File: src/rtl/pcm_out_stage_pkg.sv
// Shared PCM constants and the accumulator width define for the PCM output stage.
// DATA_WIDTH may be overridden on the command line; it defaults to 32.
`ifndef DATA_WIDTH
`define DATA_WIDTH 32
`endif

package pcm_out_stage_pkg;
  localparam int unsigned PCM_WIDTH = 16;
  localparam logic [PCM_WIDTH-1:0] PCM_MAX = 16'h7FFF;
  localparam logic [PCM_WIDTH-1:0] PCM_MIN = 16'h8000;

  typedef logic [PCM_WIDTH-1:0] pcm_t;
endpackage

File: src/rtl/pcm_out_stage_fifo.sv
// Power-of-two FIFO with a registered head output and an occupancy count.
module pcm_fifo #(
  parameter int unsigned WIDTH = 16,
  parameter int unsigned DEPTH = 4
) (
  input  logic                     i_clk,
  input  logic                     i_rst_n,
  input  logic                     i_push,
  input  logic [WIDTH-1:0]         i_din,
  input  logic                     i_pop,
  output logic [WIDTH-1:0]         o_head,
  output logic                     o_valid,
  output logic [$clog2(DEPTH):0]   o_count
);
  localparam int unsigned AW = $clog2(DEPTH);
  localparam logic [AW:0] FULL = (AW+1)'(DEPTH);

  logic [WIDTH-1:0] r_mem [DEPTH];
  logic [AW-1:0]    r_wr_ptr;
  logic [AW-1:0]    r_rd_ptr;
  logic [AW-1:0]    w_rd_ptr_n;
  logic [AW:0]      r_count;
  logic [AW:0]      w_rem;
  logic [AW:0]      w_count_n;
  logic [WIDTH-1:0] r_head;
  logic [WIDTH-1:0] w_head_n;
  logic             r_valid;
  logic             w_push;
  logic             w_pop;

  assign w_pop  = r_valid && i_pop;
  assign w_push = i_push && ((r_count != FULL) || w_pop);

  // The head register is preloaded with whichever entry will sit at the read
  // pointer after this edge; a push into an emptied FIFO bypasses the array.
  always_comb begin
    w_rd_ptr_n = r_rd_ptr + AW'(w_pop);
    w_rem      = r_count - (AW+1)'(w_pop);
    w_count_n  = w_rem + (AW+1)'(w_push);
    w_head_n   = r_head;
    if (w_rem != '0)
      w_head_n = r_mem[w_rd_ptr_n];
    else if (w_push)
      w_head_n = i_din;
  end

  always_ff @(posedge i_clk) begin
    if (w_push)
      r_mem[r_wr_ptr] <= i_din;
  end

  always_ff @(posedge i_clk or negedge i_rst_n) begin
    if (!i_rst_n) begin
      r_wr_ptr <= '0;
      r_rd_ptr <= '0;
      r_count  <= '0;
      r_head   <= '0;
      r_valid  <= 1'b0;
    end else begin
      if (w_push)
        r_wr_ptr <= r_wr_ptr + 1'b1;
      r_rd_ptr <= w_rd_ptr_n;
      r_count  <= w_count_n;
      r_head   <= w_head_n;
      r_valid  <= (w_count_n != '0);
    end
  end

  assign o_head  = r_head;
  assign o_valid = r_valid;
  assign o_count = r_count;
endmodule

File: src/rtl/pcm_out_stage.sv
// Rounds finished MAC sums to saturated 16-bit PCM and buffers them toward the serializer.
// Optional saturation event counter (sat_cnt port) is built when PCM_SAT_CNT_EN is defined.
module pcm_out_stage
  import pcm_out_stage_pkg::*;
#(
  parameter int unsigned SHIFT = 8,
  parameter int unsigned DEPTH = 4
) (
  input  logic                   clock,
  input  logic                   resetn,
  input  logic [`DATA_WIDTH-1:0] acc_in,
  input  logic                   acc_valid,
  output logic                   acc_ready,
  output logic [PCM_WIDTH-1:0]   pcm_data,
  output logic                   pcm_valid,
  input  logic                   pcm_ready,
  output logic                   ovf,
  input  logic                   clr_ovf
`ifdef PCM_SAT_CNT_EN
  ,
  output logic [15:0]            sat_cnt
`endif
);
  localparam int unsigned DW = `DATA_WIDTH;
  localparam int unsigned CW = $clog2(DEPTH) + 1;
  localparam logic signed [DW:0] RND  = (DW+1)'(1) << (SHIFT - 1);
  localparam logic signed [DW:0] SMAX = (DW+1)'(32767);
  localparam logic signed [DW:0] SMIN = -SMAX - 1;
  localparam logic [CW:0] DEPTH_C = (CW+1)'(DEPTH);

  logic signed [DW:0] w_sum;
  logic signed [DW:0] w_shr;
  logic               w_hi;
  logic               w_lo;
  pcm_t               w_pcm;
  pcm_t               r_s_data;
  logic               r_s_valid;
  logic [CW-1:0]      w_count;
  logic               w_accept;
  logic               w_drop;
  logic               w_pop;
  logic               r_ovf;

  // Sign-extend by one bit first so adding the rounding constant cannot wrap.
  assign w_sum = $signed({acc_in[DW-1], acc_in}) + RND;
  assign w_shr = w_sum >>> SHIFT;
  assign w_hi  = (w_shr > SMAX);
  assign w_lo  = (w_shr < SMIN);
  assign w_pcm = w_hi ? PCM_MAX : (w_lo ? PCM_MIN : w_shr[PCM_WIDTH-1:0]);

  // Reserving a slot for the stage register means it never has to stall.
  assign acc_ready = (({1'b0, w_count} + {{CW{1'b0}}, r_s_valid}) < DEPTH_C);
  assign w_accept  = acc_valid && acc_ready;
  assign w_drop    = acc_valid && !acc_ready;
  assign w_pop     = pcm_valid && pcm_ready;

  always_ff @(posedge clock or negedge resetn) begin
    if (!resetn) begin
      r_s_data  <= '0;
      r_s_valid <= 1'b0;
      r_ovf     <= 1'b0;
    end else begin
      if (w_accept)
        r_s_data <= w_pcm;
      r_s_valid <= w_accept;
      if (clr_ovf)
        r_ovf <= 1'b0;
      else if (w_drop)
        r_ovf <= 1'b1;
    end
  end

  assign ovf = r_ovf;

`ifdef PCM_SAT_CNT_EN
  logic [15:0] r_sat_cnt;

  always_ff @(posedge clock or negedge resetn) begin
    if (!resetn)
      r_sat_cnt <= '0;
    else if (clr_ovf)
      r_sat_cnt <= '0;
    else if (w_accept && (w_hi || w_lo) && (r_sat_cnt != '1))
      r_sat_cnt <= r_sat_cnt + 16'd1;
  end

  assign sat_cnt = r_sat_cnt;
`endif

  pcm_fifo #(
    .WIDTH (PCM_WIDTH),
    .DEPTH (DEPTH)
  ) u_fifo (
    .i_clk   (clock),
    .i_rst_n (resetn),
    .i_push  (r_s_valid),
    .i_din   (r_s_data),
    .i_pop   (w_pop),
    .o_head  (pcm_data),
    .o_valid (pcm_valid),
    .o_count (w_count)
  );
endmodule

File: config.mk
export PLATFORM = sky130hd
export DESIGN_NAME = pcm_out_stage
export DESIGN_NICKNAME = d
export VERILOG_FILES = /design/src/rtl/pcm_out_stage_pkg.sv /design/src/rtl/pcm_out_stage_fifo.sv /design/src/rtl/pcm_out_stage.sv
export SDC_FILE = /design/constraint.sdc
export NUM_CORES = 1
export LEC_CHECK = 0
export BUFFER_PORTS_ARGS = -buffer_cell sky130_fd_sc_hd__buf_2
export CAP_MARGIN = 30
export CELL_PAD_IN_SITES_DETAIL_PLACEMENT = 1
export CELL_PAD_IN_SITES_GLOBAL_PLACEMENT = 1
export CORE_MARGIN = 2
export CORE_UTILIZATION = 51
export CTS_CLUSTER_SIZE = 10
export DETAILED_ROUTE_END_ITERATION = 6
export PLACE_DENSITY_LB_ADDON = 0.12
export SYNTH_ARGS = -nofsm -noshare
export SYNTH_HDL_FRONTEND = slang
export SYNTH_SLANG_ARGS = --single-unit
File: constraint.sdc
create_clock -name clock -period 3.8 [get_ports clock]
set_input_delay 0.76 -clock clock [delete_from_list [all_inputs] [get_ports clock]]
set_output_delay 0.76 -clock clock [all_outputs]
set_load 0.01 [all_outputs]
==> results of run 1 <==
## final cells by class
| type | count | area share [%] |
|---|---|---|
| repair buffers | 58 | 5.957 |
| multi-input cells | 235 | 32.38 |
| flip-flops and latches | 106 | 54.02 |
| clock buffers | 10 | 2.501 |
| inverters | 13 | 0.8868 |
| well taps | 129 | 2.933 |
| clock inverters | 6 | 1.319 |
## critical path, stage by stage
cell	delay [ps]
sky130_fd_sc_hd__buf_2	140
sky130_fd_sc_hd__ha_1	290
sky130_fd_sc_hd__and2_1	230
sky130_fd_sc_hd__nand3_1	140
sky130_fd_sc_hd__or4_1	420
sky130_fd_sc_hd__o21ai_0	350
sky130_fd_sc_hd__o22ai_1	170
sky130_fd_sc_hd__o31ai_4	220
sky130_fd_sc_hd__buf_4	270
sky130_fd_sc_hd__o21ai_0	150
## registers in the layout, summed over array words and instances (netlist names)
| signal | flops |
|---|---|
| u_fifo.r_mem | 64 |
| u_fifo.r_rd_ptr | 2 |
| ovf | 1 |
| u_fifo.o_head | 16 |
| u_fifo.r_wr_ptr | 2 |
| u_fifo.o_valid | 1 |
| r_s_valid | 1 |
| r_s_data | 16 |
| u_fifo.o_count | 3 |
## per-stage QoR
stage               util (%)  hold WS (ps)  total power [uW]  cells
floorplan                  -         464.4              3005    372
global placement       57.06         480.8              3391    540
detailed placement     57.28         500.3              3543    541
global route           59.55         273.8              4502    557
CTS                    59.55         267.9              4261    557
finish                 59.55         270.4              4210    557
## kinds of logic after synthesis
| group | count (synthesis) | synth area share (%) |
|---|---|---|
| DFF | 106 | 60.97 |
| AOI/OAI and AO/OA | 68 | 8.879 |
| buffers and inverters | 31 | 2.617 |
| adders and majority gates | 10 | 2.566 |
| muxes | 34 | 11.11 |
| and+or+nand+nor | 105 | 10.62 |
| xor gates and xnor gates | 18 | 3.233 |
## synthesized netlist by cell type (3+ instances only)
cell / count
sky130_fd_sc_hd__nand3_1: 14
sky130_fd_sc_hd__and2_1: 6
sky130_fd_sc_hd__mux2i_1: 17
sky130_fd_sc_hd__or3_1: 4
sky130_fd_sc_hd__xnor2_1: 11
sky130_fd_sc_hd__nand4_1: 6
sky130_fd_sc_hd__nor3_1: 6
sky130_fd_sc_hd__a31oi_1: 3
sky130_fd_sc_hd__edfxtp_1: 64
sky130_fd_sc_hd__o21ai_2: 10
sky130_fd_sc_hd__mux4_2: 16
sky130_fd_sc_hd__clkbuf_1: 12
sky130_fd_sc_hd__dfrtp_1: 42
sky130_fd_sc_hd__ha_1: 10
sky130_fd_sc_hd__a21oi_1: 35
sky130_fd_sc_hd__nand2_1: 15
sky130_fd_sc_hd__and3_1: 5
sky130_fd_sc_hd__xor2_1: 7
sky130_fd_sc_hd__inv_1: 13
sky130_fd_sc_hd__nor2_1: 38
sky130_fd_sc_hd__or4_1: 4
sky130_fd_sc_hd__o21ai_0: 9
## power breakdown
| part | internal, uW | total, uW | switching (uW) |
|---|---|---|---|
| combinational | 679 | 1520 | 846 |
| sequential | 1690 | 1970 | 272 |
| clock | 331 | 718 | 387 |
## metal layers
metal | vias up | track usage, %
met5 | - | 0
met4 | 0 | 5.509
met3 | 9 | 4.348
met2 | 60 | 38.31
met1 | 1544 | 29.03
li1 | 1493 | -
## how the worst max path moves through the flow
stage                                     to  slack, ps  cells past startpoint
global placement    r_s_data[12]$_DFFE_PN0P_        500                     10
global route        r_s_data[12]$_DFFE_PN0P_        680                     10
finish              r_s_data[12]$_DFFE_PN0P_        860                     10
CTS                 r_s_data[12]$_DFFE_PN0P_        830                     10
detailed placement  r_s_data[12]$_DFFE_PN0P_        450                     10
floorplan            r_s_data[0]$_DFFE_PN0P_        840                      9
==> run summary, run 1 <==
* Fin Clk Skew: 15.24 ps
* max layer used: met4
* met3 layer wire length in the routed design: 340 um
* CTS tree: done
* number of violations reported at the end of detailed-routing iteration 0: 122
* DRC violation count after routing: 0
* Routed Antenna Nets: 0
* remaining global-route overflow: 0
* max-slew violation count: 0
* post-synthesis cell area: 4876 um^2
* startpoint type of the worst setup path: primary input
* slew of the pin with the lowest slew margin: 910.7 ps
* wire length of the first global-routing pass: 17.24 mm
* clock latency reported for the late side of the worst-skew pair: 370 ps
* DIE AREA: 10360 um^2
* final instance area: 5503 um^2
* post-synthesis cell type count: 40
* average detailed-routed wire length per instance: 18.82 um
* number of I/O port buffers: 48
* clock root buffer master: sky130_fd_sc_hd__clkbuf_8
* largest net degree at the start of global routing: 33
* RePlAce Congestion: 0.8195
* kind of critical path: primary input to register
* iteration count of the initial detailed-routing pass: 4
* cell types occupying the most area after synthesis: sky130_fd_sc_hd__edfxtp_1 (39%), sky130_fd_sc_hd__dfrtp_1 (22%), sky130_fd_sc_hd__mux4_2 (7.4%)
* worst reg2reg endpoint: u_fifo.r_mem[1][12]$_DFFE_PP_
* NumNets Final: 470
* footprint of the multi-input gates: 1782 um^2
* FP Rows: 35
* cell leakage power: 0.002081 uW
* part of the cycle the worst path needs: 77.30%
* total routing usage reported by global routing: 22.21%
* fraction of layout cells with a size suffix above 1: 25.00%
* # resized after CTS: 0
* FILL cells: 926
* nature of the critical path endpoint: register
* worst reg-to-reg setup slack: 1560 ps
* initial antenna violation count: 0
* number of enable-type register cells in the synthesized netlist: 64
* class of the worst hold path: primary input to asynchronous set/reset pin
* power density normalized to cell area: 765.0 nW/um^2
* vertical die dimension: 101.8 um
* combined flip-flop and latch cell area: 2973 um^2
* synthesis-stage register bit count: 106
* Post-Syn Instances: 372
* setup tns final: 0 ps
* top library cells by usage in the layout, fill and taps aside: sky130_fd_sc_hd__edfxtp_1 (64), sky130_fd_sc_hd__buf_2 (48), sky130_fd_sc_hd__dfrtp_1 (42), sky130_fd_sc_hd__nor2_1 (38), sky130_fd_sc_hd__a21oi_1 (35)
* setup fix buffers added after clock tree synthesis: 0
* Worst Path Arrival: 3160 ps
* logic depth of the worst register-to-register path: 4
* final period demand of the worst path: 2937 ps
* top-area cell type share of the netlist area: 39.41%
* DPL Wire Length: 7.488 mm
* post-synth top area cell: sky130_fd_sc_hd__edfxtp_1
* initial standard-cell utilization of the core: 52.77%
* fmax: 0.3405 GHz
* overall die width: 101.8 um
* unrepaired setup endpoints after global routing: false
* share of flip-flops with an asynchronous set or reset: 39.62%
* hold violation total from the final report: 0
* Area Growth Syn to Fin: 12.86%
* Placeable Area: 9240 um^2
* ANT cells: 0
* number of clock sinks: 106
* worst supply voltage drop on vdd: 417.8 uV
* maximum clock insertion buffer count: 2
* Worst slew margin: 39.28%
* total length of routed met2 wires: 5.314 mm
* start point of the critical path: acc_in[7]
* vias in the first global route: 3332
* vias per cell: 5.576
* cts bufs inserted: 9
* worst path required time: 4030 ps
* r2r startpoint: u_fifo.o_valid$_DFF_PN0_
* final setup violation count: 0
* clock edge transition at the registers on the reported setup and hold paths: 110 ps
* routed wire length: 10.48 mm
* number of top-level pins: 56
* number of H-tree levels: 3
* final worst setup slack: 862.7 ps
* Primary FF master, synth: sky130_fd_sc_hd__edfxtp_1
* Synthesis Warnings: 0
* run status: completed
* setup slack after placement: 449.3 ps
* post-synthesis sequential area ratio: 60.97%
* most common cell after layout, fill and taps aside: sky130_fd_sc_hd__edfxtp_1
* average footprint of a synthesized cell: 13.11 um^2
* cell area after placement: 5293 um^2
* # hold bufs at CTS: 0
* Maximum Capacitance Violations: 0
* top fanout value on the critical path: 15
* via total after detailed routing: 3106
* net count after synthesis: 419
* Routed met1 length: 4.709 mm
Power figures use the tool's default switching activity.
==> run 2, diff against run 1 <==
--- a/config.mk
+++ b/config.mk
@@ -5,12 +5,13 @@
 export SDC_FILE = /design/constraint.sdc
 export NUM_CORES = 1
 export LEC_CHECK = 0
+export ABC_AREA = 1
 export BUFFER_PORTS_ARGS = -buffer_cell sky130_fd_sc_hd__buf_2
 export CAP_MARGIN = 30
 export CELL_PAD_IN_SITES_DETAIL_PLACEMENT = 1
 export CELL_PAD_IN_SITES_GLOBAL_PLACEMENT = 1
 export CORE_MARGIN = 2
-export CORE_UTILIZATION = 51
+export CORE_UTILIZATION = 46
 export CTS_CLUSTER_SIZE = 10
 export DETAILED_ROUTE_END_ITERATION = 6
 export PLACE_DENSITY_LB_ADDON = 0.12
==> constraint.sdc (replaced) <==
create_clock -name clock -period 2.9 [get_ports clock]
set_input_delay 0.58 -clock clock [delete_from_list [all_inputs] [get_ports clock]]
set_output_delay 0.58 -clock clock [all_outputs]
set_load 0.01 [all_outputs]
==> run 2 against run 1 <==
Synthesized cell count is 51% higher; clock-buffer cell count increased by 1; clock skew shrank 11 ps; non-clock buffer count rose by 6; via count rose by 29%; clock power grew 66%; worst setup slack worse by 160 ps; power rose by 43%; critical endpoint is now u_fifo.o_head[6]$_DFFE_PN0P_; highest routed layer unchanged.
==> run summary, run 2 <==
* final core utilization: 53.27%
* via total after detailed routing: 4012
* run status: completed
* # hold bufs at CTS: 0
* number of enable-type register cells in the synthesized netlist: 64
* FP Rows: 39
* slew of the pin with the lowest slew margin: 656.3 ps
* NumNets Final: 668
* final period demand of the worst path: 2198 ps
* total routing usage reported by global routing: 21.83%
* worst reg2reg endpoint: u_fifo.o_head[6]$_DFFE_PN0P_
* cell leakage power: 0.002736 uW
* hold violation total from the final report: 0
* DIE AREA: 12440 um^2
* average detailed-routed wire length per instance: 16.86 um
* Routed Antenna Nets: 0
* post-synthesis sequential area ratio: 55.88%
* wire length of the first global-routing pass: 21.03 mm
* clock root buffer master: sky130_fd_sc_hd__clkbuf_16
* average footprint of a synthesized cell: 9.450 um^2
* DPL Wire Length: 9.263 mm
* top library cells by usage in the layout, fill and taps aside: sky130_fd_sc_hd__nand2_1 (147), sky130_fd_sc_hd__nand3_1 (78), sky130_fd_sc_hd__inv_1 (70), sky130_fd_sc_hd__edfxtp_1 (64), sky130_fd_sc_hd__buf_2 (48)
* setup tns final: 0 ps
* # resized after CTS: 0
* net count after synthesis: 610
* cts bufs inserted: 9
* RePlAce Congestion: 0.8058
* max-slew violation count: 0
* initial antenna violation count: 0
* synthesis-stage register bit count: 106
* Worst slew margin: 55.97%
* class of the worst hold path: primary input to asynchronous set/reset pin
* setup fix buffers added after clock tree synthesis: 0
* logic depth of the worst register-to-register path: 9
* vias in the first global route: 4152
* iteration count of the initial detailed-routing pass: 4
* r2r startpoint: u_fifo.o_valid$_DFF_PN0_
* number of violations reported at the end of detailed-routing iteration 0: 246
* number of I/O port buffers: 48
* worst path required time: 3150 ps
* worst reg-to-reg setup slack: 700 ps
* fraction of layout cells with a size suffix above 1: 19.97%
* most frequently used cell type in the post-synthesis netlist: sky130_fd_sc_hd__nand2_1
* top fanout value on the critical path: 16
* initial standard-cell utilization of the core: 46.79%
* routed wire length: 12.96 mm
* kind of critical path: register to register
* clock edge transition at the registers on the reported setup and hold paths: 70 ps
* ANT cells: 0
* overall die width: 111.5 um
* flip-flop count of the largest register after layout: 64
* setup slack after placement: 333.6 ps
* cell types occupying the most area after synthesis: sky130_fd_sc_hd__edfxtp_1 (36%), sky130_fd_sc_hd__dfrtp_1 (20%), sky130_fd_sc_hd__nand2_1 (10%)
* number of top-level pins: 56
* fraction of power consumed by combinational cells: 39.5%
* final instance area: 6057 um^2
* fmax: 0.4549 GHz
* final setup violation count: 0
* startpoint type of the worst setup path: register
* vertical die dimension: 111.5 um
* unrepaired setup endpoints after global routing: false
* DRC violation count after routing: 0
* sequential share of power: 40.7%
* Maximum Capacitance Violations: 0
* commonest cells in the netlist: sky130_fd_sc_hd__nand2_1 (147), sky130_fd_sc_hd__nand3_1 (78), sky130_fd_sc_hd__inv_1 (70)
* power density normalized to cell area: 994.5 nW/um^2
* Synthesis Warnings: 0
* Post-Syn Instances: 563
* maximum clock insertion buffer count: 2
* nature of the critical path endpoint: register
* remaining global-route overflow: 0
* Internal Pwr Total: 3669 uW
* post-synthesis cell type count: 32
* post-synthesis cell area: 5320 um^2
* most common cell after layout, fill and taps aside: sky130_fd_sc_hd__nand2_1
* CTS tree: done
* switching share of total power: 39.09%
* part of the cycle the worst path needs: 75.81%
* top-area cell type share of the netlist area: 36.12%
* worst supply voltage drop on vdd: 909.4 uV
* Placeable Area: 11370 um^2
* register ranked first by flip-flop count: u_fifo.r_mem
* net switching power: 2355 uW
* vias per cell: 5.217
* number of clock sinks: 106
* Worst Path Arrival: 2450 ps
* Area Growth Syn to Fin: 13.85%
* post-synth top area cell: sky130_fd_sc_hd__edfxtp_1
* Fin Clk Skew: 4.669 ps
* largest net degree at the start of global routing: 25
* share of flip-flops with an asynchronous set or reset: 39.62%
* number of H-tree levels: 3
* cell area after placement: 5768 um^2
* clock latency reported for the late side of the worst-skew pair: 340 ps
* Primary FF master, synth: sky130_fd_sc_hd__edfxtp_1
* final worst setup slack: 701.6 ps
* proportion of power drawn by the clock network: 19.8%
run 2: area by class of cell:
type	count	area [um^2]
fill	1343	5313
sequential	106	2973
multi-input combinational	366	1978
timing repair buffer	64	360.3
inverter	74	277.8
clock buffer	11	232.7
tap	143	178.9
clock inverter	5	56.30
run 2: logic make-up after synthesis:
family / Yosys count / synth area share (%)
XOR/XNOR: 20 / 3.293
buffers and inverters: 91 / 6.938
adder cells (fa/ha/maj): 10 / 2.352
flip-flops: 106 / 55.88
AND/OR/NAND/NOR: 300 / 26.53
AO/OA/AOI/OAI: 36 / 5.009
run 2: worst max path at each step:
| stage | start | to | slack, ps |
|---|---|---|---|
| after floorplan | pcm_ready | u_fifo.o_head[10]$_DFFE_PN0P_ | 660 |
| after global placement | acc_in[7] | r_s_data[13]$_DFFE_PN0P_ | 380 |
| after detailed placement | acc_in[7] | r_s_data[12]$_DFFE_PN0P_ | 330 |
| after CTS | acc_in[7] | r_s_data[12]$_DFFE_PN0P_ | 700 |
| after global routing | u_fifo.o_valid$_DFF_PN0_ | u_fifo.o_head[6]$_DFFE_PN0P_ | 530 |
| final | u_fifo.o_valid$_DFF_PN0_ | u_fifo.o_head[6]$_DFFE_PN0P_ | 700 |
run 2: routing by layer:
metal	up-vias	global-route usage (%)	share of wire [%]
met5	-	0	0
met2	94	38.46	50
met1	1947	27.46	44
met4	0	7.984	2.2
li1	1943	-	-
met3	28	3.212	3.9
run 2: critical path: stages, from the launching register on:
cell	delay, ps
sky130_fd_sc_hd__dfrtp_1	380
sky130_fd_sc_hd__nand2_1	80
sky130_fd_sc_hd__inv_1	60
sky130_fd_sc_hd__ha_1	180
sky130_fd_sc_hd__ha_1	190
sky130_fd_sc_hd__xor2_1	280
sky130_fd_sc_hd__nor3_2	110
sky130_fd_sc_hd__inv_1	490
sky130_fd_sc_hd__nand3_1	190
sky130_fd_sc_hd__o211ai_1	150
run 2: stage by stage:
step / power (uW) / hold slack, ps / std cells
floorplan: 3969 / 284.4 / 563
global placement: 4719 / 472.2 / 753
detailed placement: 4857 / 498.0 / 753
CTS: 6080 / 229.5 / 769
global route: 6455 / 248.0 / 769
finish: 6024 / 223.1 / 769
run 2: power groups by stage:
stage	clock [uW]	sequential [uW]	combinational, uW
2_1_floorplan	0	2460	1510
3_3_place_gp	0	2440	2280
3_5_place_dp	0	2480	2380
4_1_cts	1220	2450	2410
5_1_grt	1260	2500	2690
6_report	1190	2450	2380
==> run 3, diff against run 2 <==
--- a/config.mk
+++ b/config.mk
@@ -11,7 +11,7 @@
 export CELL_PAD_IN_SITES_DETAIL_PLACEMENT = 1
 export CELL_PAD_IN_SITES_GLOBAL_PLACEMENT = 1
 export CORE_MARGIN = 2
-export CORE_UTILIZATION = 46
+export CORE_UTILIZATION = 41
 export CTS_CLUSTER_SIZE = 10
 export DETAILED_ROUTE_END_ITERATION = 6
 export PLACE_DENSITY_LB_ADDON = 0.12
==> constraint.sdc (replaced) <==
create_clock -name clock -period 1.8 [get_ports clock]
set_input_delay 0.36 -clock clock [delete_from_list [all_inputs] [get_ports clock]]
set_output_delay 0.36 -clock clock [all_outputs]
set_load 0.01 [all_outputs]
==> run 3 against run 2 <==
Non-clock buffer count rose by 62; critical endpoint is now u_fifo.o_head[5]$_DFFE_PN0P_; core utilization rose by 2.4 points; power rose by 80%; sequential power rose by 63%; final cell count rose by 12%; via count rose by 6.2%; critical path depth rose by 1; sequential share of layout area fell by 6.8 points; worst setup slack got worse by 690 ps; combinational power rose by 100%; clock power rose by 69%; die area rose by 12%.
==> run summary, run 3 (synthesis gave the netlist of run 2 again) <==
* run status: completed
* FP Rows: 41
* most common cell after layout, fill and taps aside: sky130_fd_sc_hd__nand2_1
* start point of the critical path: u_fifo.o_valid$_DFF_PN0_
* slew of the pin with the lowest slew margin: 353.3 ps
* hold wc startpoint: clr_ovf
* startpoint type of the worst setup path: register
* Routed Antenna Nets: 0
* maximum clock insertion buffer count: 2
* worst path required time: 2070 ps
* final setup violation count: 0
* Cell Chain, Critical Path: nand2_2, inv_2, ha_4, ha_4, inv_4, nor3_4, buf_6, buf_8, nand3_2, o211ai_1
* crit path buf inv count: 4
* unrepaired setup endpoints after global routing: true
* largest net degree at the start of global routing: 43
* post-layout instance count excluding filler cells: 861
* library cell appearing most often on the critical path: sky130_fd_sc_hd__ha_4
* clock root buffer master: sky130_fd_sc_hd__clkbuf_16
* cell leakage power: 0.003152 uW
* cell class contributing the biggest share of worst-path delay: adder cells
* via total after detailed routing: 4259
* initial standard-cell utilization of the core: 42.16%
* depth of the worst hold-timing path: 2
* max-slew violation count: 0
* fmax: 0.5577 GHz
* r2r startpoint: u_fifo.o_valid$_DFF_PN0_
* vias in the first global route: 4551
* number of clock sinks: 106
* Area Growth Syn to Fin: 32.10%
* hold violation total from the final report: 0
* worst supply voltage drop on vdd: 673.1 uV
* met3 layer usage reported by global route: 3.149%
* NumNets Final: 731
* total routing usage reported by global routing: 21.26%
* vertical die dimension: 117.9 um
* setup tns final: 0 ps
* logic depth of the worst register-to-register path: 10
* average detailed-routed wire length per instance: 16.84 um
* Worst slew margin: 76.42%
* part of the cycle the worst path needs: 99.61%
* Fin Clk Skew: 5.207 ps
* Placeable Area: 12620 um^2
* power density normalized to cell area: 1539 nW/um^2
* fraction of layout cells with a size suffix above 1: 34.25%
* RePlAce Congestion: 0.8306
* number of top-level pins: 56
* nature of the critical path endpoint: register
* count of cell instances traversed by the critical path: 10
* master of the slowest instance on the critical path: sky130_fd_sc_hd__dfrtp_1
* CTS tree: done
* final period demand of the worst path: 1793 ps
* clock latency reported for the late side of the worst-skew pair: 350 ps
* busiest layer in global routing: met2
* slowest cell delay on critical path: 390 ps
* number of placed instances, taps included: 836
* top library cells by usage in the layout, fill and taps aside: sky130_fd_sc_hd__nand2_1 (136), sky130_fd_sc_hd__inv_1 (66), sky130_fd_sc_hd__nand3_1 (66), sky130_fd_sc_hd__edfxtp_1 (64), sky130_fd_sc_hd__buf_4 (61)
* cts bufs inserted: 9
* clock edge transition at the registers on the reported setup and hold paths: 70 ps
* ANT cells: 0
* overall die width: 117.9 um
* initial antenna violation count: 0
* final hold slack: 156.3 ps
* flip-flop count of the largest register after layout: 64
* routed wire length: 14.50 mm
* post-layout total power: 10820 uW
* number of H-tree levels: 3
* number of I/O port buffers: 48
* met2 track demand over resource in global routing: 38.74%
* remaining global-route overflow: 0
* DPL Wire Length: 10.19 mm
* top fanout value on the critical path: 7
* number of violations reported at the end of detailed-routing iteration 0: 174
* DRC violation count after routing: 0
* class of the worst hold path: primary input to register
* iteration count of the initial detailed-routing pass: 4
* global routing met1 resource utilization: 25.45%
* kind of critical path: register to register
* Maximum Capacitance Violations: 0
* wire length of the first global-routing pass: 23.03 mm
* register ranked first by flip-flop count: u_fifo.r_mem
* DIE AREA: 13900 um^2
* Worst Path Arrival: 2060 ps
* vias per cell: 4.947
run 3: where the power goes:
part           switching (uW)  internal, uW  total (uW)  leakage, uW
Sequential                483          3510        4000      0.00104
Clock                     916          1090        2010     0.000147
Combinational            2830          1990        4820      0.00196
Total                    4230          6590       10800      0.00315
run 3: metal layers:
layer	vias up	share of wire, %
met5	-	0
met4	0	2.6
met3	29	3.2
met2	87	52
met1	2073	42
li1	2070	-
run 3: what timing repair did:
action                                  in CTS  in global routing
gates cloned                                 0                  2
hold buffers                                 1                  0
gates resized for setup                     10                 60
endpoints found under the hold margin       25                  0
pin swaps                                    7                 25
buffers inserted                             4                  3
endpoints found under the setup margin      31                 32
run 3: metrics by stage:
stage / instance area, um^2 / utilization, % / setup slack, ps
floorplan: 5408 / - / -117.7
global placement: 6364 / 50.43 / -322.5
detailed placement: 6364 / 50.43 / -414.3
CTS: 6726 / 53.30 / 0.9057
global route: 7028 / 55.69 / -58.03
finish: 7028 / 55.69 / 7.043
run 3: layout make-up:
cell class,instances,area (um^2)
Timing Repair Buffer,126,987.2
Clock buffer,9,225.2
Inverter,74,290.3
Clock inverter,7,73.82
Sequential cell,106,2974
Fill cell,1440,5592
Tap cell,172,215.2
Multi-Input combinational cell,367,2262
run 3: path summary, 6_finish.rpt:
path | end | slack (ps)
setup / recovery | u_fifo.o_head[5]$_DFFE_PN0P_ | 7
hold / removal | ovf$_DFFE_PN0P_ | 160
setup reg to reg | u_fifo.o_head[5]$_DFFE_PN0P_ | 7
hold reg to reg | u_fifo.r_mem[2][0]$_DFFE_PP_ | 520
max in group asynchronous | r_s_data[13]$_DFFE_PN0P_ | 1050
min in group asynchronous | u_fifo.o_count[2]$_DFF_PN0_ | 520
run 3: worst register-to-register path, stage by stage (launching register included):
cell and delay, ps:
sky130_fd_sc_hd__dfrtp_1 390, sky130_fd_sc_hd__nand2_2 90, sky130_fd_sc_hd__inv_2 50, sky130_fd_sc_hd__ha_4 150, sky130_fd_sc_hd__ha_4 260, sky130_fd_sc_hd__inv_4 40, sky130_fd_sc_hd__nor3_4 230, sky130_fd_sc_hd__buf_6 170
sky130_fd_sc_hd__buf_8 140, sky130_fd_sc_hd__nand3_2 80, sky130_fd_sc_hd__o211ai_1 100
